===== src/rtl/ysyx_22050518_cmp_arb.sv =====
// Shared 64-bit compare unit for branch (port 0) and ALU set-less-than (port 1) requesters.
// Latency: a request accepted at edge N shows its result on that port's rsp channel from edge N+1.
// Backpressure: if the one-entry result buffer is full and its owner is not ready, both request ports stall.

// Raw 64-bit comparator: signed/unsigned less-than and equality of in0 vs in1.
// Latency: purely combinational.
// Backpressure: none.
module ysyx_22050518_comp (
    input  logic [63:0] in0,
    input  logic [63:0] in1,
    output logic        slt,
    output logic        sltu,
    output logic        eq
);
    assign sltu = in0 < in1;
    assign eq   = in0 == in1;
    // With differing signs the negative operand is the smaller one; otherwise unsigned order holds.
    assign slt  = (in0[63] != in1[63]) ? in0[63] : sltu;
endmodule

// Arbiter, op decoder and result buffer around ysyx_22050518_comp.
// Latency: 1 cycle from accept to response valid; one result per cycle when the consumer keeps up.
// Backpressure: req ready is withheld from both ports while the buffered result is unconsumed.
module ysyx_22050518_cmp_arb #(
    parameter bit RR_EN    = 1'b1,
    parameter bit INIT_PRI = 1'b0
) (
    input  logic        clk,
    input  logic        rst_n,
    input  logic        req0_valid,
    output logic        req0_ready,
    input  logic [2:0]  req0_op,
    input  logic [63:0] req0_a,
    input  logic [63:0] req0_b,
    input  logic        req1_valid,
    output logic        req1_ready,
    input  logic [2:0]  req1_op,
    input  logic [63:0] req1_a,
    input  logic [63:0] req1_b,
    output logic        rsp0_valid,
    input  logic        rsp0_ready,
    output logic        rsp0_res,
    output logic        rsp1_valid,
    input  logic        rsp1_ready,
    output logic        rsp1_res,
    output logic        busy
);
    logic        r_buf_v;
    logic        r_buf_id;
    logic        r_buf_res;
    logic        r_pri;

    logic        w_slot_free;
    logic        w_gnt0;
    logic        w_gnt1;
    logic        w_acc;
    logic        w_sel;
    logic        w_res;
    logic [2:0]  w_op;
    logic [63:0] w_a;
    logic [63:0] w_b;
    logic        w_slt;
    logic        w_sltu;
    logic        w_eq;

    // The buffer can take a new result when empty or when its owner drains it this cycle.
    assign w_slot_free = !r_buf_v || (r_buf_id ? rsp1_ready : rsp0_ready);

    assign w_gnt0 = req0_valid && (!req1_valid || !RR_EN || !r_pri);
    assign w_gnt1 = req1_valid && !w_gnt0;

    assign req0_ready = rst_n && w_slot_free && w_gnt0;
    assign req1_ready = rst_n && w_slot_free && w_gnt1;
    assign w_acc      = req0_ready || req1_ready;
    assign w_sel      = w_gnt1;

    assign w_op = w_sel ? req1_op : req0_op;
    assign w_a  = w_sel ? req1_a  : req0_a;
    assign w_b  = w_sel ? req1_b  : req0_b;

    ysyx_22050518_comp u_comp (
        .in0  (w_a),
        .in1  (w_b),
        .slt  (w_slt),
        .sltu (w_sltu),
        .eq   (w_eq)
    );

    always_comb begin
        w_res = 1'b0;
        case (w_op)
            3'b000:  w_res = w_eq;
            3'b001:  w_res = !w_eq;
            3'b100:  w_res = w_slt;
            3'b101:  w_res = !w_slt;
            3'b110:  w_res = w_sltu;
            3'b111:  w_res = !w_sltu;
            default: w_res = 1'b0;
        endcase
    end

    always_ff @(posedge clk or negedge rst_n) begin
        if (!rst_n) begin
            r_buf_v   <= 1'b0;
            r_buf_id  <= 1'b0;
            r_buf_res <= 1'b0;
            r_pri     <= INIT_PRI;
        end else begin
            if (w_acc) begin
                r_buf_v   <= 1'b1;
                r_buf_id  <= w_sel;
                r_buf_res <= w_res;
            end else if (r_buf_v && w_slot_free) begin
                r_buf_v <= 1'b0;
            end
            if (RR_EN && w_acc) begin
                r_pri <= !w_sel;
            end
        end
    end

    assign rsp0_valid = r_buf_v && !r_buf_id;
    assign rsp1_valid = r_buf_v && r_buf_id;
    assign rsp0_res   = rsp0_valid && r_buf_res;
    assign rsp1_res   = rsp1_valid && r_buf_res;
    assign busy       = r_buf_v;
endmodule


===== config.mk =====
export PLATFORM = sky130hd
export DESIGN_NAME = ysyx_22050518_cmp_arb
export DESIGN_NICKNAME = d
export VERILOG_FILES = /design/src/rtl/ysyx_22050518_cmp_arb.sv
export SDC_FILE = /design/constraint.sdc
export NUM_CORES = 1
export LEC_CHECK = 0
export ABC_CLOCK_PERIOD_IN_PS = 10200
export CAP_MARGIN = 5
export CORE_AREA = 2 2 106 108
export CTS_CLUSTER_DIAMETER = 150
export DETAILED_ROUTE_END_ITERATION = 8
export DIE_AREA = 0 0 108 110
export HOLD_SLACK_MARGIN = 0.06
export PLACE_DENSITY = 0.84
export SYNTH_ARGS = -nofsm -noshare
export SYNTH_HDL_FRONTEND = slang
export SYNTH_HIERARCHICAL = 1
export SYNTH_SLANG_ARGS = --single-unit

===== constraint.sdc =====
create_clock -name clk -period 10.2 [get_ports clk]
set_input_delay 2.04 -clock clk [delete_from_list [all_inputs] [get_ports clk]]
set_output_delay 2.04 -clock clk [all_outputs]
set_load 0.1 [all_outputs]

Word-level counts from Yosys, hierarchy flattened
Index checks and enable logic that the tools add are counted.
{"block": "totals", "input_bits": 268, "word_cells": 44, "output_inout_bits": 7, "reg_bits": 4}
{"block": "op_classes", "eq_ne": 7, "n_mux": 8, "n_reduce_logical": 24, "order_cmp": 1}
{"cell": "$mux W64", "count": 2}
{"cell": "$eq A64 B64 Y1", "count": 1}
{"cell": "$lt A64 B64 Y1", "count": 1}
{"cell": "$eq A3 B3 Y1 const B", "count": 4}
{"cell": "$logic_and A1 B1 Y1", "count": 10}
{"cell": "$logic_not A1 Y1", "count": 9}
{"cell": "$pmux W1 S6", "count": 1}
{"cell": "$mux W1", "count": 4}
{"cell": "$eq A3 B1 Y1 const B", "count": 1}
{"cell": "$logic_not A3 Y1", "count": 1}
{"cell": "$logic_or A1 B1 Y1", "count": 3}
{"cell": "$mux W3", "count": 1}
{"cell": "$reduce_bool A2 Y1", "count": 1}
{"cell": "$ne A1 B1 Y1", "count": 1}

Depth between registers and ports, before layout
{"block": "logic_depth", "depth_word": 10, "ltp_mapped": 17, "depth_no_buf": 15}

Hierarchy
Netlist, hierarchy kept.
{"module": "ysyx_22050518_cmp_arb", "instances": 1, "area_per_inst_um2": 2287.2, "seq_area_each_um2": 100.1, "cells_each": 180}
{"module": "ysyx_22050518_comp", "instances": 1, "area_per_inst_um2": 1667.8, "seq_area_each_um2": 0.0, "cells_each": 234}

Least setup slack after synthesis
OpenSTA, ideal clock, no wires.
{"block": "synth_path", "path_kind": "in2out", "from": "input rsp1_ready", "to": "output req1_ready", "t_required_ps": 8160, "slack_ps": 4340, "path_stages": 3, "t_arrival_ps": 3820, "n_path_buf": 0, "cell_sequence": "mux2i_1 -> a21boi_1 -> nor2b_1"}
{"block": "synth_via", "elab_chain_cells": 4}
{"item": "start, declared", "line": "44", "source": "input logic rsp1_ready,"}
{"item": "$mux W1", "line": "67", "source": "assign w_slot_free = !r_buf_v || (r_buf_id ? rsp1_ready : rsp0_ready);"}
{"item": "$logic_or A1 B1 Y1", "line": "67"}
{"item": "$logic_and A1 B1 Y1 (2 in a row)", "line": "73", "source": "assign req1_ready = rst_n && w_slot_free && w_gnt1;"}
{"item": "end, declared", "line": "36", "source": "output logic req1_ready,"}
No other way between the ends.

Worst setup path in the final report
{"block": "layout_path", "from": "input req1_valid", "to": "register r_buf_res"}
{"block": "layout_via", "elab_chain_cells": 10, "elab_cells_between_ends": 25, "classes_between": "order compare: 1; eq/ne: 7; mux: 5; reduce/logical: 12"}
{"item": "start, declared", "line": "35", "source": "input logic req1_valid,"}
{"item": "$logic_not A1 Y1", "line": "69", "source": "assign w_gnt0 = req0_valid && (!req1_valid || !RR_EN || !r_pri);"}
{"item": "$logic_or A1 B1 Y1", "line": "69"}
{"item": "$logic_and A1 B1 Y1", "line": "69"}
{"item": "$logic_not A1 Y1", "line": "70", "source": "assign w_gnt1 = req1_valid && !w_gnt0;"}
{"item": "$logic_and A1 B1 Y1 *", "line": "70"}
{"item": "$mux W64 *", "line": "78", "source": "assign w_a = w_sel ? req1_a : req0_a;"}
{"item": "named net w_a[47]", "line": "60", "source": "logic [63:0] w_a;"}
{"item": "$lt A64 B64 Y1 *", "line": "15", "source": "assign sltu = in0 < in1;"}
{"item": "named net w_sltu", "line": "63", "source": "logic w_sltu;"}
{"item": "$mux W1 *", "line": "18", "source": "assign slt = (in0[63] != in1[63]) ? in0[63] : sltu;"}
{"item": "named net w_slt", "line": "62", "source": "logic w_slt;"}
{"item": "$logic_not A1 Y1", "line": "95", "source": "3'b101: w_res = !w_slt;"}
{"item": "$pmux W1 S6 *", "line": "91", "source": "case (w_op)"}
{"item": "end signal, assigned", "line": "112", "source": "r_buf_res <= w_res;"}
{"item": "end, declared", "line": "50", "source": "logic r_buf_res;"}
Mark *: on every way through the listed nets, which the timed path passes. The rest lies on a longest branch.
A chain may end at the register's enable or synchronous reset.

==> impl_metrics.toml <==
[worst_setup_path]
crit_required_ps = 10330
crit_path_max_fanout = 71
end_kind = "register"
cp_data_arrival_time_ps = 6970
r2r_end = "r_buf_res"
startpoint_type = "primary input"
reg2reg_depth = 15
rrSetupSlack_ps = 5290
r2r_start = "r_pri"
path_class = "in -> reg"

[cts]
clock_latency_ps = 220
cts_setup_buffers = 0
root_buffer = "clkbuf_8"
numClockSinks = 4
clock_path_buffers = 2
postCtsHoldBufs = 0
cts_buffers = 3
cts_resized = 0
path_clk_slew_ps = 30
cts_tree = "yes"
cts_max_level = 1

[logic_synthesis]
ys_warn_count = 6
synth.top_cells.by_area = "mux2_4, ha_1, mux2_2"
synth_top_area_frac = 0.376
synth_cell_types = 45
synth_edf_count = 0
syn_nets = 746
yosysMostFrequentCell = "mux2_4"
synth_commonest_cells = "mux2_4, inv_1, ha_1, a21oi_1, mux2_2"
ys_ff_latch = 4
synth_top_cell_by_area = "mux2_4"
syn-cell-area_um2 = 3960
synth_area_per_cell_um2 = 9.55
synthCells = 414
synth_flop_cell = "dfrtp_1"
yosysSeqAreaShare = 0.0253
async_reset_ff_frac = 1.00

[timing]
fin_ws_ps = 3370
period_needed_ps = 6830
finalHoldViolations = 0
timing.final.max_slew_violations = 0
rsz0062_at_grt = "false"
fin_setup_tns_ps = 0
finClkSkew_ps = 3.06
fin_crit_sh = 0.670
slew_headroom = 0.332
worst_pin_slew_ps = 998
holdWs_ps = 529
finalSetupViolCount = 0
fmax_mhz = 146

[cells_and_area]
syn2layout_area_growth_pct = 71.8
nets = 1012
drive_gt1_frac = 0.209
antenna_cells = 0

[detailed_routing]
viasPerCell = 4.98
drt_iter0_drc = 154
first_pass_iters = 4
ant_nets = 0
drc = 0
wl_mm = 12.7
via_count = 4073
wl_per_cell_um = 15.5

[floorplan]
ioPinCount = 275
dieWidth_um = 108
rows = 38
die-area_um2 = 11900
floorplan.initialDensity = 0.370
dieHeight_um = 110
core_um2 = 10700

[power]
power_frac_clock = 0.059
worst_ir_drop_vdd_v = 0.0000602
power.density_nw_per_um2 = 82.0
p_leak_nw = 3.25
seqPwrFrac = 0.049
switchingPower_mw = 0.230
pwr-share-comb = 0.892
swShare = 0.412
intPower_mw = 0.328

[grt]
grt_first_pass_wirelength_mm = 18.9
antenna_found_initial = 0
gr-total-overflow = 0
track_usage = 0.197
grt_start_max_net_pins = 72
grt_pass1_vias = 4275

[status]
status = "complete, no violations"

[hold_path]
hold_start = "r_pri"
hold_depth = 1
worstHoldEndpoint = "r_pri"
hold_path.class = "reg -> reg"

[flow_run]
maxCapViolCount = 0

[place]
portBuffers = 274
routabilityCongestion = 0.780
place.detailed.hpwl_mm = 11.4
place_ws_ps = 3210
cell usage in the layout (no fill, tap or decap), types with 2 or more instances in the layout:
cell / n
ha_1: 64
nand3_1: 6
nor2_1: 6
clkbuf_8: 3
nor2b_1: 4
and3_1: 3
mux2_2: 30
clkdlybuf4s50_1: 274
mux2i_1: 3
o2bb2ai_1: 2
inv_1: 69
o21ai_0: 8
mux2_4: 99
a221oi_1: 4
nor4b_1: 2
and4_1: 2
nand4_2: 3
a21oi_1: 31
nor3_1: 4
a31oi_1: 2
nand2_1: 19
nand4_1: 12
dfrtp_1: 4
xnor2_1: 2
final cells by class:
type                    instances  area [µm²]
fillers                       857        3900
flip-flops and latches          4         100
clock buffers                   3        41.3
inverters                      69         259
repair buffers                275        2750
multi-input cells             327        3470
well taps                     140         175
per-stage QoR:
| stage | instance area, µm² | utilization | power, mW | instances |
|---|---|---|---|---|
| 2_1_floorplan | 3960 | - | 0.364 | 414 |
| 3_3_place_gp | 6760 | 0.631 | 0.510 | 815 |
| 3_5_place_dp | 6760 | 0.631 | 0.526 | 815 |
| 4_1_cts | 6800 | 0.635 | 0.563 | 818 |
| 5_1_grt | 6800 | 0.635 | 0.602 | 818 |
| 6_report | 6800 | 0.635 | 0.557 | 818 |
registers in the layout, indices dropped and copies added (netlist names):
signal and cells:
busy 1, r_buf_id 1, r_buf_res 1, r_pri 1
worst max-delay path: stages:
cell and delay, ps:
clkdlybuf4s50_1 600, nand2_8 550, buf_4 860, mux2_4 360, ha_1 300, nand4_1 130, nor3_1 490, nand4_1 240
a31oi_1 250, nor4_2 90, mux2_4 270, mux2i_1 150, xnor2_1 160, a32oi_1 130, a21oi_1 180
power by group through the flow:
stage                     Sequential, mW  Combinational (mW)  Clock [mW]
after floorplan                   0.0307               0.333           0
after global placement            0.0270               0.483           0
after detailed placement          0.0270               0.499           0
after CTS                         0.0272               0.501      0.0341
after global routing              0.0281               0.539      0.0349
final                             0.0272               0.497      0.0331
logic make-up (layout without fill, tap and decap cells):
| logic type | count (synthesis) | count (layout) | share of synthesized area |
|---|---|---|---|
| multiplexers | 132 | 132 | 0.469 |
| buffers and inverters | 83 | 347 | 0.101 |
| AND/OR/NAND/NOR | 70 | 70 | 0.107 |
| adder cells (fa/ha/maj) | 64 | 64 | 0.202 |
| AO/OA/AOI/OAI | 59 | 59 | 0.0914 |
| flip-flops | 4 | 4 | 0.0253 |
| XOR/XNOR | 2 | 2 | 0.00443 |
worst max path at each step:
| stage | start | to | slack (ps) | cells after the start |
|---|---|---|---|---|
| 2_1_floorplan | rsp1_ready | req1_ready | 4340 | 3 |
| 3_3_place_gp | req1_valid | r_buf_res | 3360 | 15 |
| 3_5_place_dp | req1_valid | r_buf_res | 3210 | 15 |
| 4_1_cts | req1_valid | r_buf_res | 3410 | 15 |
| 5_1_grt | req1_valid | r_buf_res | 3140 | 15 |
| 6_report | req1_valid | r_buf_res | 3370 | 15 |
routing by layer:
| metal | up-vias | track usage | part of all wire |
|---|---|---|---|
| li1 | 2030 | - | - |
| met4 | 0 | 0.0403 | 0.015 |
| met5 | - | 0 | 0 |
| met3 | 16 | 0.0441 | 0.084 |
| met2 | 182 | 0.427 | 0.55 |
| met1 | 1845 | 0.183 | 0.35 |
(Power assumes the default switching activity.)
